==> src/rtl/irq_encoder16_if.sv <==
// Request/code bundle between peripheral request lines, the encoder and its consumer.
// The encoder takes the master side; the consumer/testbench takes the slave side.
interface irq_encoder16_if;
    logic [15:0] req;
    logic [15:0] mask;
    logic [3:0]  code_out;
    logic        code_valid;
    logic        code_ready;
    logic [15:0] pending_out;
    logic        any_pending;

    modport master (
        input  req, mask, code_ready,
        output code_out, code_valid, pending_out, any_pending
    );

    modport slave (
        output req, mask, code_ready,
        input  code_out, code_valid, pending_out, any_pending
    );
endinterface

==> src/rtl/irq_encoder16.sv <==
// Registered 16-to-4 priority encoder with sticky request capture.
// Presents one pending, unmasked index at a time over valid/ready; clears it on accept.
module irq_encoder16 #(
    parameter int          LSB_FIRST = 1,
    parameter logic [15:0] MASK_RST  = 16'hFFFF
) (
    input  logic            clk,
    input  logic            rst,
    irq_encoder16_if.master bus
);

    typedef enum logic {IDLE, HOLD} state_t;

    if ((LSB_FIRST != 0 && LSB_FIRST != 1) || $bits(MASK_RST) != 16) begin : g_param_check
        $error("irq_encoder16: LSB_FIRST must be 0 or 1");
    end

    state_t      state_q, state_d;
    logic [15:0] pending_q, pending_d;
    logic [3:0]  code_q, code_d;
    logic [15:0] elig;
    logic [15:0] clr;
    logic [3:0]  sel;
    logic        accept;

    assign elig   = pending_q & bus.mask;
    assign accept = (state_q == HOLD) && bus.code_ready;
    assign clr    = accept ? (16'h0001 << code_q) : 16'h0000;

    // Later loop iterations overwrite earlier ones, so scan order sets priority.
    always_comb begin
        sel = 4'd0;
        if (LSB_FIRST != 0) begin
            for (int i = 15; i >= 0; i--) begin
                if (elig[i]) sel = 4'(i);
            end
        end else begin
            for (int i = 0; i < 16; i++) begin
                if (elig[i]) sel = 4'(i);
            end
        end
    end

    // NOTE: every always_comb output is given a default first so no latch is inferred.
    always_comb begin
        state_d   = state_q;
        code_d    = code_q;
        pending_d = (pending_q & ~clr) | bus.req;
        case (state_q)
            IDLE: begin
                if (elig != 16'h0000) begin
                    code_d  = sel;
                    state_d = HOLD;
                end
            end
            HOLD: begin
                if (accept) state_d = IDLE;
            end
            default: state_d = IDLE;
        endcase
    end

    // NOTE: state uses non-blocking assignments; reset is synchronous so it only acts on a clock edge.
    always_ff @(posedge clk) begin
        if (rst) begin
            state_q   <= IDLE;
            pending_q <= 16'h0000;
            code_q    <= 4'd0;
        end else begin
            state_q   <= state_d;
            pending_q <= pending_d;
            code_q    <= code_d;
        end
    end

    assign bus.code_out    = code_q;
    assign bus.code_valid  = (state_q == HOLD);
    assign bus.pending_out = pending_q;
    assign bus.any_pending = |elig;

endmodule

==> src/flat_wrapper.sv <==
// flat-port wrapper written by rule: the top's interface ports become plain ports
module irq_encoder16_flat 
#(
    parameter int          LSB_FIRST = 1,
    parameter logic [15:0] MASK_RST  = 16'hFFFF
)
  (clk, rst, bus_req, bus_mask, bus_code_ready, bus_code_out, bus_code_valid, bus_pending_out, bus_any_pending);
  irq_encoder16_if bus_i ();
  input  logic clk;
  input  logic rst;
  input wire logic [$bits(bus_i.req)-1:0] bus_req;
  input wire logic [$bits(bus_i.mask)-1:0] bus_mask;
  input wire logic [$bits(bus_i.code_ready)-1:0] bus_code_ready;
  output wire logic [$bits(bus_i.code_out)-1:0] bus_code_out;
  output wire logic [$bits(bus_i.code_valid)-1:0] bus_code_valid;
  output wire logic [$bits(bus_i.pending_out)-1:0] bus_pending_out;
  output wire logic [$bits(bus_i.any_pending)-1:0] bus_any_pending;
  assign bus_i.req = bus_req;
  assign bus_i.mask = bus_mask;
  assign bus_i.code_ready = bus_code_ready;
  assign bus_code_out = bus_i.code_out;
  assign bus_code_valid = bus_i.code_valid;
  assign bus_pending_out = bus_i.pending_out;
  assign bus_any_pending = bus_i.any_pending;
  irq_encoder16 #(.LSB_FIRST(LSB_FIRST), .MASK_RST(MASK_RST)) u_core (.clk(clk), .rst(rst), .bus(bus_i));
endmodule
==> config.mk <==
export PLATFORM = sky130hd
export DESIGN_NAME = irq_encoder16_flat
export DESIGN_NICKNAME = d
export VERILOG_FILES = /design/src/rtl/irq_encoder16_if.sv /design/src/rtl/irq_encoder16.sv /design/src/flat_wrapper.sv
export SDC_FILE = /design/constraint.sdc
export NUM_CORES = 1
export LEC_CHECK = 0
export CORE_ASPECT_RATIO = 0.9
export CORE_MARGIN = 10
export CORE_UTILIZATION = 38
export CTS_CLUSTER_DIAMETER = 100
export DETAILED_ROUTE_END_ITERATION = 10
export PLACE_DENSITY = 0.8
export RECOVER_POWER = 50
export REMOVE_ABC_BUFFERS = 1
export SETUP_SLACK_MARGIN = 0.5
export SLEW_MARGIN = 10
export SYNTH_ARGS = -nofsm -noshare
export SYNTH_HDL_FRONTEND = slang
export SYNTH_SLANG_ARGS = --single-unit
==> constraint.sdc <==
create_clock -name clk -period 1.7 [get_ports clk]
set_input_delay 0.34 -clock clk [delete_from_list [all_inputs] [get_ports clk]]
set_output_delay 0.34 -clock clk [all_outputs]
set_load 0.1 [all_outputs]
==> results.sh, run 1 <==
export IMPL_yosys_area_share_simple_pct=20.3
export IMPL_cts_buffer_depth=2
export IMPL_stop_error="[ERROR DPL-0038] Utilization greater than 100%, impossible to legalize"
export IMPL_stop_stage="clock tree synthesis"
export IMPL_synthDistinctLibCells=27
export IMPL_ys_warn_count=0
export IMPL_cts_buffers=3
export IMPL_synth_yosys_seq_area_share_pct=40.6
export IMPL_synth_adder_area_share_pct=0
export IMPL_dp_cells=250
export IMPL_hold_buffers=0
export IMPL_outcome="did not finish"
export IMPL_initial_core_util_pct=40.9
export IMPL_fp_dieW_um=75.0
export IMPL_avgSynthCellArea_um2=7.90
export IMPL_syn_cell_area_um2=1030
export IMPL_cts_resized=95
export IMPL_synth_xor_area_share_pct=0
export IMPL_numPortBuffers=56
export IMPL_io_pins=57
export IMPL_htree_levels=1
export IMPL_globalplace_congestion=0.930
export IMPL_syn_inst=131
export IMPL_rows=17
export IMPL_die_h_um=69.5
export IMPL_post_cts_buffers=32
export IMPL_cts_sinks=21
export IMPL_synth_top_family_by_area="compound AO/OA/AOI/OAI gates"
export IMPL_clock_root_buffer="clkbuf_4"
export IMPL_ys_ff_latch=21
export IMPL_synth_compound_area_share_pct=32.9
export IMPL_synthMuxAreaShare_pct=0
export IMPL_dpl_hpwl_mm=4.12
-- cells by family after synthesis --
kind of cell,Yosys count
buffers and inverters,16
AO/OA/AOI/OAI,53
flip-flops,21
AND/OR/NAND/NOR,41
-- stage by stage --
step / utilization (%) / cell area (um2) / TNS, ns / setup WS, ns
2_1_floorplan: - / 1020 / -4.47 / -0.839
3_3_place_gp: 83.8 / 2120 / -1.67 / -0.466
3_5_place_dp: 83.8 / 2120 / -2.48 / -0.561
-- synth_stat cells (all sizes together) --
cell type / number / area share, %
nand2: 16 / 5.8
a22oi: 8 / 6.3
nand3: 1 / 0.48
o2111ai: 1 / 0.85
a222oi: 1 / 0.97
a211oi: 1 / 0.73
o21ai: 12 / 5.8
buf: 1 / 0.73
nor3: 1 / 0.48
nand4: 3 / 1.8
o31ai: 1 / 1.2
clkbuf: 2 / 0.73
nor2: 7 / 2.5
a22o: 2 / 1.7
dfxtp: 21 / 41
a31o: 1 / 0.85
nand2b: 2 / 1.2
inv: 13 / 4.7
or3: 7 / 4.7
a32o: 3 / 2.9
nand4b: 3 / 2.5
a31oi: 2 / 1.2
o211ai: 1 / 0.73
a21oi: 20 / 9.7
or2b: 1 / 0.73
==> run 2, diff against run 1 <==
- CORE_AREA: not set -> 10 10 71 73
- CORE_ASPECT_RATIO: 0.9 -> not set
- CORE_MARGIN: 10 -> not set
- CORE_UTILIZATION: 38 -> not set
- CTS_CLUSTER_DIAMETER: 100 -> not set
- DIE_AREA: not set -> 0 0 81 83
- PLACE_DENSITY: 0.8 -> not set
- PLACE_DENSITY_LB_ADDON: not set -> 0.15
- SETUP_SLACK_MARGIN: 0.5 -> not set
==> run 2 against run 1 <==
The flow now finishes, with violations (negative setup slack). Synthesized cell count did not move. Area after synthesis unchanged.
==> results.sh, run 2 <==
export IMPL_outcome="finished with violations"
export IMPL_violations="negative setup slack"
export IMPL_clk_pin_slew_ns=0.08
export IMPL_setup_violations=1
export IMPL_finalClockSkew_ns=0.00105
export IMPL_synth_edf_count=0
export IMPL_grt_pass1_vias=1510
export IMPL_cts_sinks=21
export IMPL_holdCritPathClass="flip-flop to flip-flop"
export IMPL_cellLeakagePower_nw=0.930
export IMPL_rows=22
export IMPL_synth_xor_area_share_pct=0
export IMPL_cp_num_buf_inv=1
export IMPL_vias=1397
export IMPL_grt_overflow=0
export IMPL_async_flop_share_pct=0
export IMPL_setup_tns_ns=-0.188
export IMPL_synth_compound_area_share_pct=32.9
export IMPL_vias_per_cell=5.01
export IMPL_drive_gt1_share_pct=35.5
export IMPL_crit_type="flip-flop to primary output"
export IMPL_path_delay_family="simple AND/OR/NAND/NOR gates"
export IMPL_syn_inst=131
export IMPL_globalplace_congestion=0.912
export IMPL_numPortBuffers=56
export IMPL_synthMuxAreaShare_pct=0
export IMPL_drtIter0Drc=46
export IMPL_grt_pass1_wl_mm=7.39
export IMPL_fp_dieW_um=81
export IMPL_avgSynthCellArea_um2=7.90
export IMPL_drv_cap=0
export IMPL_clock_root_buffer="clkbuf_8"
export IMPL_synth_cells_most_frequent="dfxtp_1 (21), a21oi_1 (20), nand2_1 (16)"
export IMPL_coreArea_um2=3630
export IMPL_hold_buffers=0
export IMPL_ant_nets=0
export IMPL_pre_cts_slack_ns=-0.504
export IMPL_initial_core_util_pct=28.5
export IMPL_dpl_hpwl_mm=3.63
export IMPL_grt_use_total_pct=13.6
export IMPL_post_synth_top_count_cell="dfxtp_1"
export IMPL_place_area_um2=2140
export IMPL_htree_levels=1
export IMPL_period_minus_slack_ns=1.89
export IMPL_worstMarginPinSlew_ns=0.548
export IMPL_power_total_w=0.00165
export IMPL_ys_flop_type="dfxtp_1"
export IMPL_synth_top_area_share_pct=40.6
export IMPL_area_delta_synth_final_pct=92.5
export IMPL_layout_common_cells="buf_4 (41), a21oi_1 (20), clkdlybuf4s50_1 (18), dfxtp_1 (18), nand2_1 (15)"
export IMPL_drt_total_wl_mm=4.56
export IMPL_r2r_slack_ns=0.07
export IMPL_cp_max_fo=3
export IMPL_worstPathArrival_ns=1.55
export IMPL_slew_viol_final=0
export IMPL_fillers=355
export IMPL_crit_path_end_kind="primary output"
export IMPL_required_ns=1.36
export IMPL_ys_ff_latch=21
export IMPL_synth_adder_area_share_pct=0
export IMPL_rsz0062_at_grt="yes"
export IMPL_power_density_nw_per_um2=830
export IMPL_max_freq_ghz=0.530
export IMPL_dp_cells=269
export IMPL_grt_max_degree=22
export IMPL_cp_slowest_stage_delay_ns=0.38
export IMPL_hold_viol=0
export IMPL_dieArea_um2=6720
export IMPL_die_h_um=83
export IMPL_post_route_worst_setup_slack_ns=-0.188
export IMPL_cts_tree="done"
export IMPL_synth_top_family_by_area="compound AO/OA/AOI/OAI gates"
export IMPL_fin_crit_sh_pct=111
export IMPL_irDropWorstVdd_mv=0.424
export IMPL_drcViolationCount=0
export IMPL_ys_warn_count=0
export IMPL_crit_path_start_kind="flip-flop"
export IMPL_slowest_stage="or3_4"
export IMPL_syn_cell_area_um2=1030
export IMPL_cts_buffers=3
export IMPL_clkLatencyLatePin_ns=0.26
export IMPL_yosys_area_share_simple_pct=20.3
export IMPL_synthDistinctLibCells=27
export IMPL_cp_cell_sequence="a22oi_2 -> nand4_1 -> or3_4 -> buf_12"
export IMPL_synth_yosys_seq_area_share_pct=40.6
export IMPL_io_pins=57
export IMPL_final_cell_area_um2=1990
export IMPL_stdcell_count=279
export IMPL_wl_per_cell_um=16.3
export IMPL_synth_area_top_cells="dfxtp_1 (41%), a21oi_1 (9.7%), o21ai_0 (5.8%)"
export IMPL_diodes=0
export IMPL_antenna_found_initial=0
export IMPL_relSlewSlack_pct=63.6
export IMPL_largest_reg_flops=16
export IMPL_fin_nets=267
export IMPL_cts_buffer_depth=2
export IMPL_synth_largest_area_cell="dfxtp_1"
export IMPL_dr_pass1_iters=4
export IMPL_layout_commonest_cell="buf_4"
==> run 2: power by group <==
part	total [W]	internal, W	switching, W
clock network	0.000333	0.000167	0.000165
registers	0.000576	0.000533	0.0000432
logic	0.000744	0.000269	0.000475
==> run 2: path summary, 6_finish.rpt <==
check             cells after the start                        from                     end
setup / recovery                      4  u_core.bus.pending_out[14]         bus_any_pending
hold / removal                        2      u_core.bus.code_out[2]  u_core.bus.code_out[2]
setup reg to reg                      7  u_core.bus.pending_out[14]  u_core.bus.code_out[2]
hold reg to reg                       2      u_core.bus.code_out[2]  u_core.bus.code_out[2]
==> run 2: metrics by stage <==
step                      hold WS [ns]  utilization, %
after global placement           0.541            58.8
after floorplan                  0.409               -
final                            0.546            54.8
after detailed placement         0.560            58.8
after CTS                        0.570            61.9
after global routing             0.586            54.8
==> run 2: cell type report <==
| type | instances | area (um2) | area share (%) |
|---|---|---|---|
| timing repair buffer | 99 | 812 | 40.8 |
| multi-input combinational | 94 | 602 | 30.2 |
| sequential | 21 | 424 | 21.3 |
| tap | 48 | 60.1 | 3.02 |
| inverter | 13 | 48.8 | 2.45 |
| clock buffer | 4 | 45.0 | 2.26 |
==> run 2: worst reg2reg max path: cells and delay by family (launching register included) <==
kind | cells | cell delay, ns
AOI/OAI and AO/OA | 3 | 0.55
DFF | 1 | 0.33
and+or+nand+nor | 2 | 0.33
buffers and inverters | 2 | 0.30
==> run 2: repair_timing <==
item                                    in CTS  in global routing
gates resized for setup                     21                  9
pin swaps                                   12                  9
buffers inserted                             5                  1
endpoints found under the setup margin       5                  4
==> run 2: cells by family after synthesis <==
group	Yosys count
AOI/OAI and AO/OA	53
and+or+nand+nor	41
DFF	21
buffers and inverters	16
==> run 2: layer usage <==
metal  wire (um)  up-vias  track usage [%]
met3         262        7             3.23
met5           0        -                0
met4          77        0             5.32
met2        2270       40             23.0
met1        1940      669             15.7
li1            -      681                -
No activity file was read; power rests on OpenSTA's default activity.
